$ cat src/rtl/useq_pkg.sv
// Shared types for the microprogram sequencer: opcode set, Y-source select and default geometry.
package useq_pkg;

    localparam int USEQ_AW    = 12;
    localparam int USEQ_DEPTH = 6;

    typedef enum logic [3:0] {
        JZ   = 4'd0,
        CJS  = 4'd1,
        JMAP = 4'd2,
        CJP  = 4'd3,
        PUSH = 4'd4,
        JSRP = 4'd5,
        CJV  = 4'd6,
        JRP  = 4'd7,
        RFCT = 4'd8,
        RPCT = 4'd9,
        CRTN = 4'd10,
        CJPP = 4'd11,
        LDCT = 4'd12,
        LOOP = 4'd13,
        CONT = 4'd14,
        TWB  = 4'd15
    } opcode_t;

    typedef enum logic [2:0] {
        YSEL_ZERO,
        YSEL_TOP,
        YSEL_UPC,
        YSEL_D,
        YSEL_CNT
    } ysel_t;

endpackage

$ cat src/rtl/useq_stack.sv
// Subroutine/loop LIFO for the sequencer; flags misuse instead of corrupting its contents.
module useq_stack
    import useq_pkg::*;
#(
    parameter int AW    = USEQ_AW,
    parameter int DEPTH = USEQ_DEPTH
) (
    input  logic          clk,
    input  logic          rst_n,
    input  logic          en,
    input  logic          push,
    input  logic          pop,
    input  logic          clear,
    input  logic [AW-1:0] din,
    output logic [AW-1:0] top,
    output logic          full,
    output logic          empty,
    output logic          err_push,
    output logic          err_pop
);

    localparam int SPW = $clog2(DEPTH + 1);
    localparam int IW  = $clog2(DEPTH);

    logic [AW-1:0]  mem [DEPTH];
    logic [SPW-1:0] sp;
    logic [SPW-1:0] sp_dec;

    assign sp_dec   = sp - SPW'(1);
    assign full     = (sp == SPW'(DEPTH));
    assign empty    = (sp == '0);
    assign top      = empty ? '0 : mem[sp_dec[IW-1:0]];
    assign err_push = push & full & ~clear;
    assign err_pop  = pop & empty & ~clear;

    // A rejected push or pop leaves both the words and the occupancy untouched.
    always_ff @(posedge clk or negedge rst_n) begin
        if (!rst_n) begin
            sp <= '0;
            for (int k = 0; k < DEPTH; k++) begin
                mem[IW'(k)] <= '0;
            end
        end else if (en) begin
            if (clear) begin
                sp <= '0;
            end else if (push && !full) begin
                mem[sp[IW-1:0]] <= din;
                sp              <= sp + SPW'(1);
            end else if (pop && !empty) begin
                sp <= sp_dec;
            end
        end
    end

endmodule

$ cat src/rtl/useq_controller.sv
// Parametrised 2910-style microprogram sequencer: decode, Y mux, uPC and loop counter.
// Optional stall input nHOLD is present only when USEQ_HOLD_EN is defined.
module useq_controller
    import useq_pkg::*;
#(
    parameter int AW    = USEQ_AW,
    parameter int DEPTH = USEQ_DEPTH
) (
    input  logic          clk,
    input  logic          nRESET,
    input  logic [3:0]    I,
    input  logic          nCCEN,
    input  logic          nCC,
    input  logic          nRLD,
    input  logic          CI,
    input  logic [AW-1:0] D,
`ifdef USEQ_HOLD_EN
    input  logic          nHOLD,
`endif
    output logic [AW-1:0] Y,
    output logic          nPL,
    output logic          nMAP,
    output logic          nVECT,
    output logic          nFULL,
    output logic          nEMPTY,
    output logic          ERR
);

    opcode_t       op;
    ysel_t         ysel;
    logic          pass;
    logic          cnt_zero;
    logic          advance;
    logic          push;
    logic          pop;
    logic          clear;
    logic          load;
    logic          dec;
    logic [AW-1:0] upc;
    logic [AW-1:0] cnt;
    logic [AW-1:0] stack_top;
    logic          full;
    logic          empty;
    logic          err_push;
    logic          err_pop;
    logic          err_flag;

    assign op       = opcode_t'(I);
    assign pass     = ~(nCC & ~nCCEN);
    assign cnt_zero = (cnt == '0);

`ifdef USEQ_HOLD_EN
    assign advance = nHOLD;
`else
    assign advance = 1'b1;
`endif

    // Instruction decode: Y source, stack/counter actions and PROM enables.
    always_comb begin
        ysel  = YSEL_UPC;
        push  = 1'b0;
        pop   = 1'b0;
        clear = 1'b0;
        load  = 1'b0;
        dec   = 1'b0;
        nPL   = 1'b0;
        nMAP  = 1'b1;
        nVECT = 1'b1;
        case (op)
            JZ: begin
                ysel  = YSEL_ZERO;
                clear = 1'b1;
            end
            CJS: begin
                if (pass) begin
                    ysel = YSEL_D;
                    push = 1'b1;
                end
            end
            JMAP: begin
                ysel = YSEL_D;
                nMAP = 1'b0;
                nPL  = 1'b1;
            end
            CJP: begin
                if (pass) ysel = YSEL_D;
            end
            PUSH: begin
                push = 1'b1;
                load = pass;
            end
            JSRP: begin
                ysel = pass ? YSEL_D : YSEL_CNT;
                push = 1'b1;
            end
            CJV: begin
                if (pass) ysel = YSEL_D;
                nVECT = 1'b0;
                nPL   = 1'b1;
            end
            JRP: begin
                ysel = pass ? YSEL_D : YSEL_CNT;
            end
            RFCT: begin
                if (!cnt_zero) begin
                    ysel = YSEL_TOP;
                    dec  = 1'b1;
                end else begin
                    pop = 1'b1;
                end
            end
            RPCT: begin
                if (!cnt_zero) begin
                    ysel = YSEL_D;
                    dec  = 1'b1;
                end
            end
            CRTN: begin
                if (pass) begin
                    ysel = YSEL_TOP;
                    pop  = 1'b1;
                end
            end
            CJPP: begin
                if (pass) begin
                    ysel = YSEL_D;
                    pop  = 1'b1;
                end
            end
            LDCT: begin
                load = 1'b1;
            end
            LOOP: begin
                if (pass) pop = 1'b1;
                else      ysel = YSEL_TOP;
            end
            CONT: begin
                ysel = YSEL_UPC;
            end
            TWB: begin
                // Count not exhausted: loop on stack top until the condition passes.
                if (!cnt_zero) begin
                    dec = 1'b1;
                    if (pass) pop = 1'b1;
                    else      ysel = YSEL_TOP;
                end else begin
                    pop  = 1'b1;
                    ysel = pass ? YSEL_UPC : YSEL_D;
                end
            end
            default: begin
                ysel = YSEL_UPC;
            end
        endcase
    end

    always_comb begin
        Y = '0;
        case (ysel)
            YSEL_CNT:  Y = cnt;
            YSEL_D:    Y = D;
            YSEL_UPC:  Y = upc;
            YSEL_TOP:  Y = stack_top;
            default:   Y = '0;
        endcase
    end

    // The external reload strobe takes precedence over any decrement.
    always_ff @(posedge clk or negedge nRESET) begin
        if (!nRESET) begin
            upc      <= '0;
            cnt      <= '0;
            err_flag <= 1'b0;
        end else if (advance) begin
            upc <= Y + AW'(CI);
            if (!nRLD || load) begin
                cnt <= D;
            end else if (dec && !cnt_zero) begin
                cnt <= cnt - AW'(1);
            end
            if (clear) begin
                err_flag <= 1'b0;
            end else if (err_push || err_pop) begin
                err_flag <= 1'b1;
            end
        end
    end

    useq_stack #(
        .AW    (AW),
        .DEPTH (DEPTH)
    ) u_stack (
        .clk      (clk),
        .rst_n    (nRESET),
        .en       (advance),
        .push     (push),
        .pop      (pop),
        .clear    (clear),
        .din      (upc),
        .top      (stack_top),
        .full     (full),
        .empty    (empty),
        .err_push (err_push),
        .err_pop  (err_pop)
    );

    assign nFULL  = ~full;
    assign nEMPTY = ~empty;
    assign ERR    = err_flag;

endmodule
$ cat config.mk
export PLATFORM = sky130hd
export DESIGN_NAME = useq_controller
export DESIGN_NICKNAME = d
export VERILOG_FILES = /design/src/rtl/useq_pkg.sv /design/src/rtl/useq_stack.sv /design/src/rtl/useq_controller.sv
export SDC_FILE = /design/constraint.sdc
export NUM_CORES = 1
export LEC_CHECK = 0
export ABC_CLOCK_PERIOD_IN_PS = 7500
export CORE_MARGIN = 2
export CORE_UTILIZATION = 60
export DETAILED_ROUTE_END_ITERATION = 10
export PLACE_DENSITY = 0.81
export REMOVE_ABC_BUFFERS = 1
export SLEW_MARGIN = 40
export SYNTH_ARGS = -nofsm -noshare
export SYNTH_HDL_FRONTEND = slang
export SYNTH_HIERARCHICAL = 1
export SYNTH_SLANG_ARGS = --single-unit
export TNS_END_PERCENT = 20
$ cat constraint.sdc
create_clock -name clk -period 7.5 [get_ports clk]
set_input_delay 2.25 -clock clk [delete_from_list [all_inputs] [get_ports clk]]
set_output_delay 2.25 -clock clk [all_outputs]
set_load 0.02 [all_outputs]
## After elaboration in Yosys (flattened, before gate mapping)

Index checks and enable logic that the tools add are counted.

- Register bits after elaboration: 100
- Input bits: 22
- Output and inout bits: 18
- Logic and storage cells: 108

- Add/sub/neg operators: 4
- $lt $le $gt $ge: 3
- Equal/unequal tests: 19
- Muxes and demuxes: 36
- Bitwise logic cells: 12
- Reductions and logical operators: 24

Operator list:

| kind | number |
|---|---|
| bitwise mux 72 bit | 1 |
| 2-to-1 mux 12 bit | 6 |
| one-hot mux 12 bit (4 select lines) | 1 |
| binary-select mux 12 bit (select 3 bit) | 1 |
| demux 12 bit (select 3 bit) | 1 |
| == test 4 bit (second input constant) | 7 |
| one-hot mux 3 bit (9 select lines) | 1 |
| == test 4 x 3 -> 1 bit (second input constant) | 4 |
| 2-to-1 mux 3 bit | 5 |
| 2-to-1 mux 1 bit | 14 |
| adder 12 x 1 -> 12 bit | 1 |
| zero test 12 bit | 1 |
| subtractor 12 x 1 -> 12 bit (second input constant) | 1 |
| == test 4 x 2 -> 1 bit (second input constant) | 2 |
| greater-or-equal comparator 4 bit (second input constant) | 2 |
| inverter 3 -> 4 bit | 2 |
| == test 3 x 2 -> 1 bit (second input constant) | 2 |
| == test 3 bit (second input constant) | 2 |
| 2-to-1 mux 2 bit | 3 |
| OR reduction 2 bit | 3 |
| OR reduction 3 bit | 2 |
| AND 1 bit | 5 |
| inverter 1 bit | 5 |
| == test 4 x 1 -> 1 bit (second input constant) | 1 |
| other kinds (16) | 25 |

## Depth between registers and ports, before layout

- Depth in word-level cells: 10
- Depth in mapped cells: 15
- Mapped depth without buffers: 13

## By module

The synthesis kept the hierarchy.

By module, submodules not included:

| module | times used | cells an instance | area an instance (µm²) |
|---|---|---|---|
| useq_stack | 1 | 233 | 3519.6 |
| useq_controller | 1 | 209 | 1851.8 |

## Worst setup path after synthesis

OpenSTA, ideal clock, no wires.

- Path kind: input-to-output
- Start: in nCCEN
- End: out Y[5]
- Arrival time: 4.259 ns
- Path slack: 0.991 ns
- Stages: 10
- Path buffers: 3
- Cells stage by stage: nand2b_1 -> buf_4 -> o21ai_1 -> and3_1 -> buf_6 -> and2_4 -> buf_6 -> mux2_4 -> a222oi_1 -> inv_1

- Longest elaborated chain between the ends: 7

RTL lines:

| element | line | text |
|---|---|---|
| start: declaration | useq_controller.sv:12 | `input logic nCCEN,` |
| inverter 1 bit * | useq_controller.sv:49 | `assign pass = ~(nCC & ~nCCEN);` |
| AND 1 bit * | useq_controller.sv:49 |  |
| 2-to-1 mux 2 bit or 2-to-1 mux 1 bit (tied branches) | useq_controller.sv:134, useq_controller.sv:144, useq_controller.sv:148 |  |
| 2-to-1 mux 3 bit | useq_controller.sv:142 | `if (!cnt_zero) begin` |
| one-hot mux 3 bit (9 select lines) * | useq_controller.sv:69 | `case (op)` |
| == test 3 x 1 -> 1 bit (tied with other cells) | useq_controller.sv:159 | `case (ysel)` |
| one-hot mux 12 bit (4 select lines) * | useq_controller.sv:159 |  |
| end: declaration | useq_controller.sv:20 | `output logic [AW-1:0] Y,` |

Every way passes the cells marked *; elsewhere a longest branch is shown, timed or not.

## Worst setup path after layout

- Start: in I[1]
- End: out Y[10]

- Longest elaborated chain between the ends: 5

RTL lines:

| element | line | text |
|---|---|---|
| start: declaration | useq_controller.sv:11 | `input logic [3:0] I,` |
| == test 4 bit (tied with other cells) | useq_controller.sv:69 |  |
| OR reduction 4 bit (no line) or OR reduction 2 bit (tied branches) | n/a |  |
| one-hot mux 3 bit (9 select lines) * | useq_controller.sv:69 |  |
| == test 3 x 1 -> 1 bit (tied with other cells) | useq_controller.sv:159 |  |
| one-hot mux 12 bit (4 select lines) * | useq_controller.sv:159 |  |

Marked as above.

==> qor.csv <==
metric,value,unit
hold_path.class,reg2reg,
antenna_found_initial,0,
crit_required,5250,ps
slew_headroom,44.7,%
io_buffers,39,
crit_family,buffers and inverters,
dr_wl_met3,704,µm
grt-ovfl-total,0,
final_layout_size_suffix_gt1_share,23.1,%
min_period_over_period,96.4,%
ant_nets,0,
grt_max_degree,78,
ctsHtreeMaxLevel,3,
hpwl,8100,µm
fmax,138,MHz
synth-adder-area-share,1.63,%
remaining_drc_errors,0,
antenna_cells,0,
synth_edf_count,24,
wl_per_cell,20.7,µm
wirelength_met1,5230,µm
clock_sinks,100,
topRoutingLayerUsed,met4,
firstDrtPassIters,5,
place_congestion,0.872,
synth_ff_type,dfrtp_1,
synth_top_family_by_area,multiplexers,
reg2reg_from,u_stack/sp[1],
critPathCaptureType,output pin,
reg2reg_depth,11,
leakagePower,2.56,nW
total_power,0.00196,W
syn_area_per_cell,12.2,µm²
fin_util,69.5,%
synth_warnings,6,
cap_viol_max_count,0,
netlist_area,5370,µm²
finalNonFillerCells,593,
crit_chain,clkdlybuf4s50_1 -> or3_1 -> o21ai_1 -> a211oi_4 -> buf_12 -> mux2i_1 -> o21ai_0 -> clkdlybuf4s50_1,
drt_iter0_drc,279,
num_rows,34,
dp.cells,577,
synth_compound_area_share,8.34,%
slew_viol_final,0,
p_per_area,323,nW/µm²
grt_util_all_layers,26.0,%
rsz0062_at_grt,false,
wl_met2,5960,µm
crit_fanout,23,
synth.area.mux_share,20.4,%
fin_nets,509,
grt_pass1_wl,19600,µm
grt_pass1_vias,3735,
tightest_slew,828,ps
setup.worst_path.start_class,input pin,
finalSetupViolations,0,
wl,12300,µm
crit_buf_inv,3,
synth_cell_types,59,
post_drt_via_cell_ratio,6.26,
synth-xor-area-share,3.59,%
cts_root_buf,clkbuf_8,
clock_latency,370,ps
start_util,61.6,%
fin_crit,7230,ps
cpPeakStageDelay,700,ps
cp.arrival,4980,ps
critical_path.startpoint,I[1],
run_status,finished clean,
rrSetupSlack,3680,ps
syn2layout_area_growth,12.9,%
crit_cells,8,
crit_top_cell,clkdlybuf4s50_1,
clockBufferDepth,2,
syn_inst,442,
ys_seq_elements,100,
finalHoldViolCount,0,
ios,40,
cts-hold-fix-buffers,0,
setup_tns,0,ps
vias,3712,
yosysSeqAreaShare,48.8,%
slowest_stage,clkdlybuf4s50_1,
coreArea,8720,µm²
cts_setup_buffers,0,
async_flop_share,76.0,%
ir_drop,0.140,mV
finClkSkew,18.9,ps
die_area,9720,µm²
cts_resized,0,
worstSetupPathType,in2out,
cts_tree,built,
die_width,98.6,µm
die_h,98.6,µm
synthSimpleGateAreaFrac,12.4,%
reg2reg_to,upc[10],
crit_end,Y[10],
cts_buffers,9,
path_clk_slew,100,ps
metrics by stage:
step           setup WS, ps  area, µm²  hold WS, ps
6_report                270       6060          510
4_1_cts                 185       6050          516
5_1_grt                45.5       6060          530
3_3_place_gp            317       5830          484
3_5_place_dp            206       5850          490
2_1_floorplan           988       5220          474
cells in the mapped netlist, types with 6 or more instances:
master / number / area (µm²)
dfrtp_1: 76 / 1900
mux2_2: 38 / 428
nand2_1: 33 / 124
edfxtp_1: 24 / 721
inv_1: 24 / 90.1
mux2i_1: 22 / 220
o21ai_0: 20 / 100
xnor2_1: 16 / 140
nor2_1: 14 / 52.6
o22ai_1: 13 / 81.3
mux4_2: 12 / 270
mux2_4: 11 / 165
nand4_1: 11 / 68.8
buf_2: 8 / 40.0
nor3_1: 8 / 40.0
ha_1: 7 / 87.6
nand3_1: 7 / 35.0
a21oi_1: 6 / 30.0
buf_4: 6 / 45.0
clkbuf_1: 6 / 22.5
nor3b_1: 6 / 45.0
xor2_1: 6 / 52.6
area by class of cell:
cell class	count	area, µm²
Sequential cell	100	2620
Timing Repair Buffer	49	484
Fill cell	600	2660
Inverter	25	93.8
Tap cell	108	135
Clock buffer	9	124
Multi-Input combinational cell	295	2520
Clock inverter	7	81.3
sequential cells by signal (all words and copies together) (netlist names):
register / count
u_stack/mem: 72
ERR: 1
cnt: 12
upc: 12
u_stack/sp: 3
how the worst min path moves through the flow:
stage	startpoint	to	slack (ps)	cells past startpoint
2_1_floorplan	u_stack/mem[60]	u_stack/mem[60]	470	1
3_3_place_gp	u_stack/mem[67]	u_stack/mem[67]	480	1
3_5_place_dp	u_stack/mem[61]	u_stack/mem[61]	490	1
4_1_cts	u_stack/mem[61]	u_stack/mem[61]	520	1
5_1_grt	u_stack/mem[36]	u_stack/mem[36]	530	1
6_report	u_stack/mem[61]	u_stack/mem[61]	510	1
power by group:
group          total [W]  internal (W)  switching, W  leakage (nW)
Combinational   0.000763      0.000381      0.000382          1.26
Sequential      0.000843      0.000715      0.000127          1.20
Clock           0.000353      0.000136      0.000218         0.104
Total            0.00196       0.00123      0.000727          2.56
per-layer routing:
metal / up-vias / GRT usage, %
met5: - / 0
met3: 29 / 5.39
met4: 0 / 10.3
li1: 1683 / -
met1: 1873 / 35.8
met2: 127 / 40.9
worst register-to-register path, delay by kind of cell (launching register included):
| family | cells | cell delay [ps] |
|---|---|---|
| buffers and inverters | 1 | 130 |
| xor gates and xnor gates | 1 | 140 |
| and+or+nand+nor | 2 | 530 |
| DFF | 1 | 490 |
| muxes | 1 | 90 |
| AOI/OAI and AO/OA | 3 | 940 |
| adders and majority gates | 3 | 1380 |
layout by cell type (no fill, tap or decap), types with 6 or more instances in the layout:
master	instances
clkdlybuf4s50_1	36
mux2_2	38
nand3_1	7
o21ai_0	19
clkbuf_8	9
xnor2_1	16
nor2_1	12
mux4_2	12
a21oi_1	6
nor3_1	7
mux2_4	11
nand4_1	11
o22ai_1	13
xor2_1	6
nor3b_1	6
nand2_1	33
inv_1	24
mux2i_1	22
ha_1	7
buf_4	9
edfxtp_1	24
dfrtp_1	76
cell families after synthesis:
group	after synthesis
flops	100
other cells	1
buf+inv	50
simple gates	113
compound gates	65
xor+xnor	22
fa+ha+maj	7
mux	84
No activity file was read; power rests on OpenSTA's default activity.
